--- src/rtl/ram_port_arbiter.sv ---
// ram_port_arbiter: shares one byte-addressable RAM port between instruction
// fetch (M0, word reads) and the MEM stage (M1, loads/stores). M1 has fixed
// priority; a saturating starvation counter forces an M0 grant after
// STARVE_LIMIT consecutive M1 wins while M0 is waiting.
// Optional build macro RAM_ARB_PERF_CNT_EN adds grant/wait performance counters.
module ram_port_arbiter #(
  parameter int unsigned STARVE_LIMIT = 4,
  parameter int unsigned CNT_W        = 3
) (
  input  logic        clk,
  input  logic        rst,
  input  logic        m0_req,
  input  logic [31:0] m0_addr,
  output logic        m0_ack,
  output logic [31:0] m0_rdata,
  input  logic        m1_req,
  input  logic        m1_we,
  input  logic [31:0] m1_addr,
  input  logic [31:0] m1_wdata,
  input  logic [2:0]  m1_ubhw,
  output logic        m1_ack,
  output logic [31:0] m1_rdata,
  output logic [31:0] ram_addr,
  output logic [31:0] ram_wdata,
  output logic        ram_we,
  output logic [2:0]  ram_ubhw,
  input  logic [31:0] ram_rdata
`ifdef RAM_ARB_PERF_CNT_EN
  ,
  output logic [31:0] perf_m0_gnt,
  output logic [31:0] perf_m1_gnt,
  output logic [31:0] perf_m0_wait
`endif
);

  localparam logic [1:0] S_IDLE = 2'd0;
  localparam logic [1:0] S_GNT0 = 2'd1;
  localparam logic [1:0] S_GNT1 = 2'd2;

  localparam logic [CNT_W-1:0] LIMIT = CNT_W'(STARVE_LIMIT);

  logic [1:0]       r_state;
  logic [CNT_W-1:0] r_starve_cnt;
  logic [31:0]      r_m0_addr;
  logic [31:0]      r_m1_addr;
  logic [31:0]      r_m1_wdata;
  logic             r_m1_we;
  logic [2:0]       r_m1_ubhw;

  logic w_starved;
  logic w_win0;
  logic w_win1;

  assign w_starved = m0_req && (r_starve_cnt == LIMIT);
  assign w_win1    = m1_req && !w_starved;
  assign w_win0    = !w_win1 && m0_req;

  // Arbitrate every edge, latch the winner's request and track M0 starvation
  always_ff @(posedge clk or posedge rst) begin
    if (rst) begin
      r_state      <= S_IDLE;
      r_starve_cnt <= '0;
      r_m0_addr    <= '0;
      r_m1_addr    <= '0;
      r_m1_wdata   <= '0;
      r_m1_we      <= 1'b0;
      r_m1_ubhw    <= '0;
    end else begin
      if (w_win1) begin
        r_state    <= S_GNT1;
        r_m1_addr  <= m1_addr;
        r_m1_wdata <= m1_wdata;
        r_m1_we    <= m1_we;
        r_m1_ubhw  <= m1_ubhw;
      end else if (w_win0) begin
        r_state   <= S_GNT0;
        r_m0_addr <= m0_addr;
      end else begin
        r_state <= S_IDLE;
      end

      // An M1 win with M0 pending can only happen below LIMIT, so this saturates
      if (!m0_req || w_win0) begin
        r_starve_cnt <= '0;
      end else if (w_win1 && (r_starve_cnt != LIMIT)) begin
        r_starve_cnt <= r_starve_cnt + CNT_W'(1);
      end
    end
  end

  // Drive the RAM and the acks purely from the state and the latched request
  always_comb begin
    m0_ack    = 1'b0;
    m0_rdata  = '0;
    m1_ack    = 1'b0;
    m1_rdata  = '0;
    ram_addr  = '0;
    ram_wdata = '0;
    ram_we    = 1'b0;
    ram_ubhw  = '0;
    case (r_state)
      S_GNT0: begin
        ram_addr = r_m0_addr;
        ram_ubhw = 3'b010;
        m0_ack   = 1'b1;
        m0_rdata = ram_rdata;
      end
      S_GNT1: begin
        ram_addr  = r_m1_addr;
        ram_wdata = r_m1_wdata;
        ram_we    = r_m1_we;
        ram_ubhw  = r_m1_ubhw;
        m1_ack    = 1'b1;
        m1_rdata  = r_m1_we ? '0 : ram_rdata;
      end
      default: begin
      end
    endcase
  end

`ifdef RAM_ARB_PERF_CNT_EN
  logic [31:0] r_perf_m0_gnt;
  logic [31:0] r_perf_m1_gnt;
  logic [31:0] r_perf_m0_wait;

  // Counters step on entry to each cycle, so their value already includes the current cycle
  always_ff @(posedge clk or posedge rst) begin
    if (rst) begin
      r_perf_m0_gnt  <= '0;
      r_perf_m1_gnt  <= '0;
      r_perf_m0_wait <= '0;
    end else begin
      if (w_win0)            r_perf_m0_gnt  <= r_perf_m0_gnt + 32'd1;
      if (w_win1)            r_perf_m1_gnt  <= r_perf_m1_gnt + 32'd1;
      if (m0_req && !w_win0) r_perf_m0_wait <= r_perf_m0_wait + 32'd1;
    end
  end

  assign perf_m0_gnt  = r_perf_m0_gnt;
  assign perf_m1_gnt  = r_perf_m1_gnt;
  assign perf_m0_wait = r_perf_m0_wait;
`endif

endmodule

--- config.mk ---
export PLATFORM = sky130hd
export DESIGN_NAME = ram_port_arbiter
export DESIGN_NICKNAME = d
export VERILOG_FILES = /design/src/rtl/ram_port_arbiter.sv
export SDC_FILE = /design/constraint.sdc
export NUM_CORES = 1
export LEC_CHECK = 0
export ABC_AREA = 1
export CORE_MARGIN = 2
export CORE_UTILIZATION = 44
export CTS_BUF_LIST = sky130_fd_sc_hd__clkbuf_4 sky130_fd_sc_hd__clkbuf_8
export CTS_CLUSTER_SIZE = 10
export DETAILED_ROUTE_END_ITERATION = 7
export PLACE_DENSITY = 0.88
export SLEW_MARGIN = 25
export SYNTH_ARGS = -nofsm -noshare
export SYNTH_HDL_FRONTEND = slang
export SYNTH_SLANG_ARGS = --single-unit
--- constraint.sdc ---
create_clock -name clk -period 5.5 [get_ports clk]
set_clock_uncertainty 0.05 [all_clocks]
set_input_delay 0.825 -clock clk [delete_from_list [all_inputs] [get_ports clk]]
set_output_delay 0.825 -clock clk [all_outputs]
set_load 0.03 [all_outputs]
### Word-level counts from Yosys, hierarchy flattened

Index checks and enable logic that the tools add are counted.

| word-level totals | value |
|---|---|
| bits in registers | 105 |
| latch bits | 0 |
| RAM bits | 0 |
| memory bits (read-only) | 0 |
| input port bits | 136 |
| output and inout bits | 134 |
| word-level logic and storage cells | 36 |
| memories | 0 |

| cells by class | value |
|---|---|
| $add $sub $neg | 1 |
| multipliers | 0 |
| div/mod/pow operators | 0 |
| $lt $le $gt $ge | 0 |
| equality and inequality tests | 4 |
| shifts and indexed selects | 0 |
| muxes and demuxes | 13 |
| bitwise logic cells | 1 |
| reductions and logical operators | 10 |

Operators with widths:

| cell | count |
|---|---|
| $mux 32 | 4 |
| $pmux 32 s2 | 1 |
| $mux 3 | 2 |
| $pmux 3 s2 | 1 |
| $logic_and 1x1->1 | 4 |
| $mux 1 | 4 |
| $add 3x1->3 const B | 1 |
| $eq 3x3->1 const B | 1 |
| $logic_not 1->1 | 3 |
| $ne 3x3->1 const B | 1 |
| $eq 2x1->1 const B | 1 |
| $eq 2x2->1 const B | 1 |
| $mux 2 | 1 |
| $reduce_and 2->1 | 1 |
| $reduce_bool 2->1 | 1 |
| $logic_or 1x1->1 | 1 |
| $not 1->1 | 1 |

### Logic depth before layout (Yosys ltp)

| depth | value |
|---|---|
| depth in word-level cells | 8 |
| gate-level depth with buffers | 8 |
| gate-level depth less buffers | 7 |

### Worst setup path after synthesis

No wires, ideal clock.

| timing | value |
|---|---|
| path type | reg-to-output |
| start point | register r_state[0] |
| end point | output port ram_addr[11] |
| data arrival time | 1785 ps |
| path slack | 2840 ps |
| cell stages (with the launch flop) | 7 |
| buffers on the path | 2 |
| cell sequence | dfrtp_1 > inv_1 > ha_1 > buf_2 > clkbuf_1 > nand2_1 > a21oi_1 |

| on the way | value |
|---|---|
| word-level cells in the longest chain between the ends | 2 |

RTL lines:

| element | line | RTL |
|---|---|---|
| start: declaration | 42 | `logic [1:0] r_state;` |
| start signal: assignment | 61 | `r_state <= S_IDLE;` |
| start signal: assignment | 70 | `r_state <= S_GNT1;` |
| start signal: assignment | 76 | `r_state <= S_GNT0;` |
| $eq 2x2->1 / $eq 2x1->1 (equally long branches) | 101 | `case (r_state)` |
| $pmux 32 s2 * | 101 |  |
| end: declaration | 23 | `output logic [31:0] ram_addr,` |

Mark *: on every way between the ends. The rest lies on a longest branch, timed or not.

### Final worst setup path

| timing | value |
|---|---|
| start point | register r_state[1] |
| end point | output port ram_addr[6] |

Same word-level chain as after synthesis.

==> metrics.md <==
| Metric | Value |
|---|---|
| Status | finished, violations left |
| Failing checks | design-rule violations |
| Slowest CP cell | clkdlybuf4s50_1 |
| Layout Cells excl Fill | 1159 |
| Clock buffer depth | 2 |
| Yosys reg bits | roughly 110 |
| DR WL met2 | 8.43 mm |
| Worst-Skew Late Latency | 360 ps |
| Clk pin slew, worst setup/hold paths | 110 ps |
| TritonCTS clock tree | built |
| Total negative slack | 0 ps |
| Critical path's largest stage delay | between 700 and 800 ps |
| Starting DRT DRC Count | between 300 and 400 |
| Crit path cell chain | inv_1 -> ha_2 -> buf_4 -> nand2_1 -> a21oi_1 -> clkdlybuf4s50_1 |
| Placed cells | 1142 |
| Layout area overhead | 55.9% |
| Setup-failing EPs final | 0 |
| Arrival time worst endpoint | between 2000 and 3000 ps |
| Ys Warns | 0 |
| Drt first pass iters | 8 |
| Per-cell routed wire length | 14.1 µm |
| RSZ-0062 raised after global routing | no |
| Total track usage | 0.255 |
| Commonest non-fill, non-tap cells in the layout | 433 x nand2_1, 269 x clkdlybuf4s50_1, 105 x inv_1, 105 x dfrtp_1, 36 x nor2_1 |
| Power density over the cells | between 200 and 250 mW/mm² |
| XOR/XNOR Fraction of Synth Area | 0.00167 |
| Syn Area/Cell | 6.84 µm² |
| # Post-CTS Setup Buffers | 0 |
| I/O Buffers | around 270 |
| CTS sink cnt | approximately 110 |
| I/O pin total | 270 |
| Post-synthesis sequential area ratio | 0.501 |
| Htree depth | 3 |
| RePlAce Congestion | 0.844 |
| Req. time, crit path | approximately 4600 ps |
| Wire length reported by the detailed router | 16.4 mm |
| CTS Hold Bufs | 0 |
| Rows | 39 |
| Maxcap violations | 0 |
| Core ar. | approximately 0.012 mm² |
| Fraction of layout cells with a size suffix above 1 | 0.0296 |
| Layout Nets | 1150 |
| Mux contribution to synthesized area | 0 |
| Main combinational cell family by area after synthesis | simple AND/OR/NAND/NOR gates |
| Max Used Layer | met4 |
| Vias in the first global route | about 5200 |
| Simple logic cell fraction of the synthesized area | 0.339 |
| Synth Area in Adders | 0.00955 |
| Syn Inst Count | 766 |
| Largest net degree at the start of global routing | 70 |
| Global-route wire length before repair | about 26 mm |
| Grt ovf | 0 |
| Post-DRT Antenna Nets | 0 |
| CTS buffer count | 9 |
| Initial antenna violation count | 1 |
| Startpoint type of the worst setup path | flop |
| Min-delay worst type | flop to flop |
| Worst vdd ir | roughly 0.12 mV |
| Worst Max-Slew Pin Slew | 924 ps |
| Critical path capture point type | output port |
| Commonest non-fill, non-tap cell in the layout | nand2_1 |
| Final hold vios | 0 |
| Dpl ws | 2150 ps |
| Initial Util | 0.455 |
| Die H | around 110 µm |
| CTS Root Cell | clkbuf_8 |
| Final Critical Period | approximately 3700 ps |
| Slew headroom | 0.380 |
| Fin. max-slew vios | 0 |
| WS Path Type | flop to output port |
| Final worst path period share | 0.676 |
| Leakage | between 4 and 5 nW |
| Vias per cell | around 4.7 |
| Post-synthesis compound-gate area fraction | 0.0337 |
| Die ar. | 0.0128 mm² |
| Hold_ws | 429 ps |
| Worst Slack Setup Final | between 1500 and 2000 ps |
| Die Width | between 100 and 150 µm |
| Achievable frequency | between 200 and 300 MHz |
| Post-Synthesis Cell Area | about 0.0052 mm² |
| Post-CTS resize count | 0 |
| DRC Markers | 19 |
| Metal3 WL | around 1.2 mm |
| Worst Path Max Fanout | 38 |
| Detailed placement HPWL | 12.0 mm |
| M1 wire length | slightly above 6 mm |
| Post-Syn Nets | 906 |
| Vias | 5497 |
| Synth cell types | 15 |
-- logic make-up (layout without fill, tap and decap cells) --
| family | Yosys count | after routing |
|---|---|---|
| AO/OA/AOI/OAI | 34 | 34 |
| XOR/XNOR | 1 | 1 |
| adder cells (fa/ha/maj) | 4 | 4 |
| flip-flops | 105 | 105 |
| AND/OR/NAND/NOR | 473 | 473 |
| buffers and inverters | 149 | 398 |
| other | 0 | 1 |
-- where the power goes --
part | total (mW) | internal (mW) | switching (mW) | leakage, nW
clock | 0.474 | 0.189 | 0.285 | 0.101
sequential | 0.892 | 0.849 | 0.0434 | 1.29
combinational | 0.508 | 0.224 | 0.283 | 3.01
-- worst max-delay path, delay by kind of cell, from the launching register on --
family	cells	cell delay, ps
and+or+nand+nor	1	80
DFF	1	400
buffers and inverters	3	1190
adders and majority gates	1	650
AOI/OAI and AO/OA	1	160
-- metal layers --
metal,vias up,global-route usage
met5,-,0
met4,0,0.116
met3,40,0.0503
met2,229,0.448
met1,2535,0.303
li1,2693,-
-- cell usage after synthesis, drive strengths merged --
master / n / area [µm²]
nand2: 436 / 1640
inv: 107 / 402
dfrtp: 105 / 2630
nor2: 36 / 135
a21oi: 33 / 165
buf: 28 / 145
clkbuf: 14 / 52.6
ha: 4 / 50.1
a21boi: 1 / 11.3
nand3: 1 / 5.00
xnor2: 1 / 8.76
-- area by class of cell --
type                       instances  area (µm²)
sequential                       105        2630
multi-input combinational        512        2020
tap                              143         179
fill                             949        3350
antenna                            1        2.50
clock inverter                     6        57.6
timing repair buffer             275        2740
clock buffer                      10         138
inverter                         107         404
-- per-stage QoR --
step	area, µm²	util	power, mW
after global placement	7970	0.692	1.40
after CTS	8170	0.709	1.89
after detailed placement	7970	0.692	1.42
final	8170	0.709	1.87
after global routing	8170	0.709	1.98
after floorplan	5240	-	1.17
-- worst paths after layout --
path,startpoint,end,slack [ps],cells after the start
worst max register to register,r_starve_cnt[0],r_m1_addr[19],2840,8
worst min register to register,r_starve_cnt[0],r_starve_cnt[0],430,1
worst min-delay path,r_starve_cnt[0],r_starve_cnt[0],430,1
worst max-delay path,r_state[1],ram_addr[6],1780,6
max in group asynchronous,rst,r_m1_wdata[17],3430,3
min in group asynchronous,rst,r_m1_wdata[25],890,2
-- registers in the layout (all words and copies together) (netlist names) --
name,flops
r_m1_wdata,32
r_m0_addr,32
r_starve_cnt,3
r_state,2
r_m1_addr,32
r_m1_ubhw,3
r_m1_we,1
Note: power is estimated with default switching activity, not from simulation.
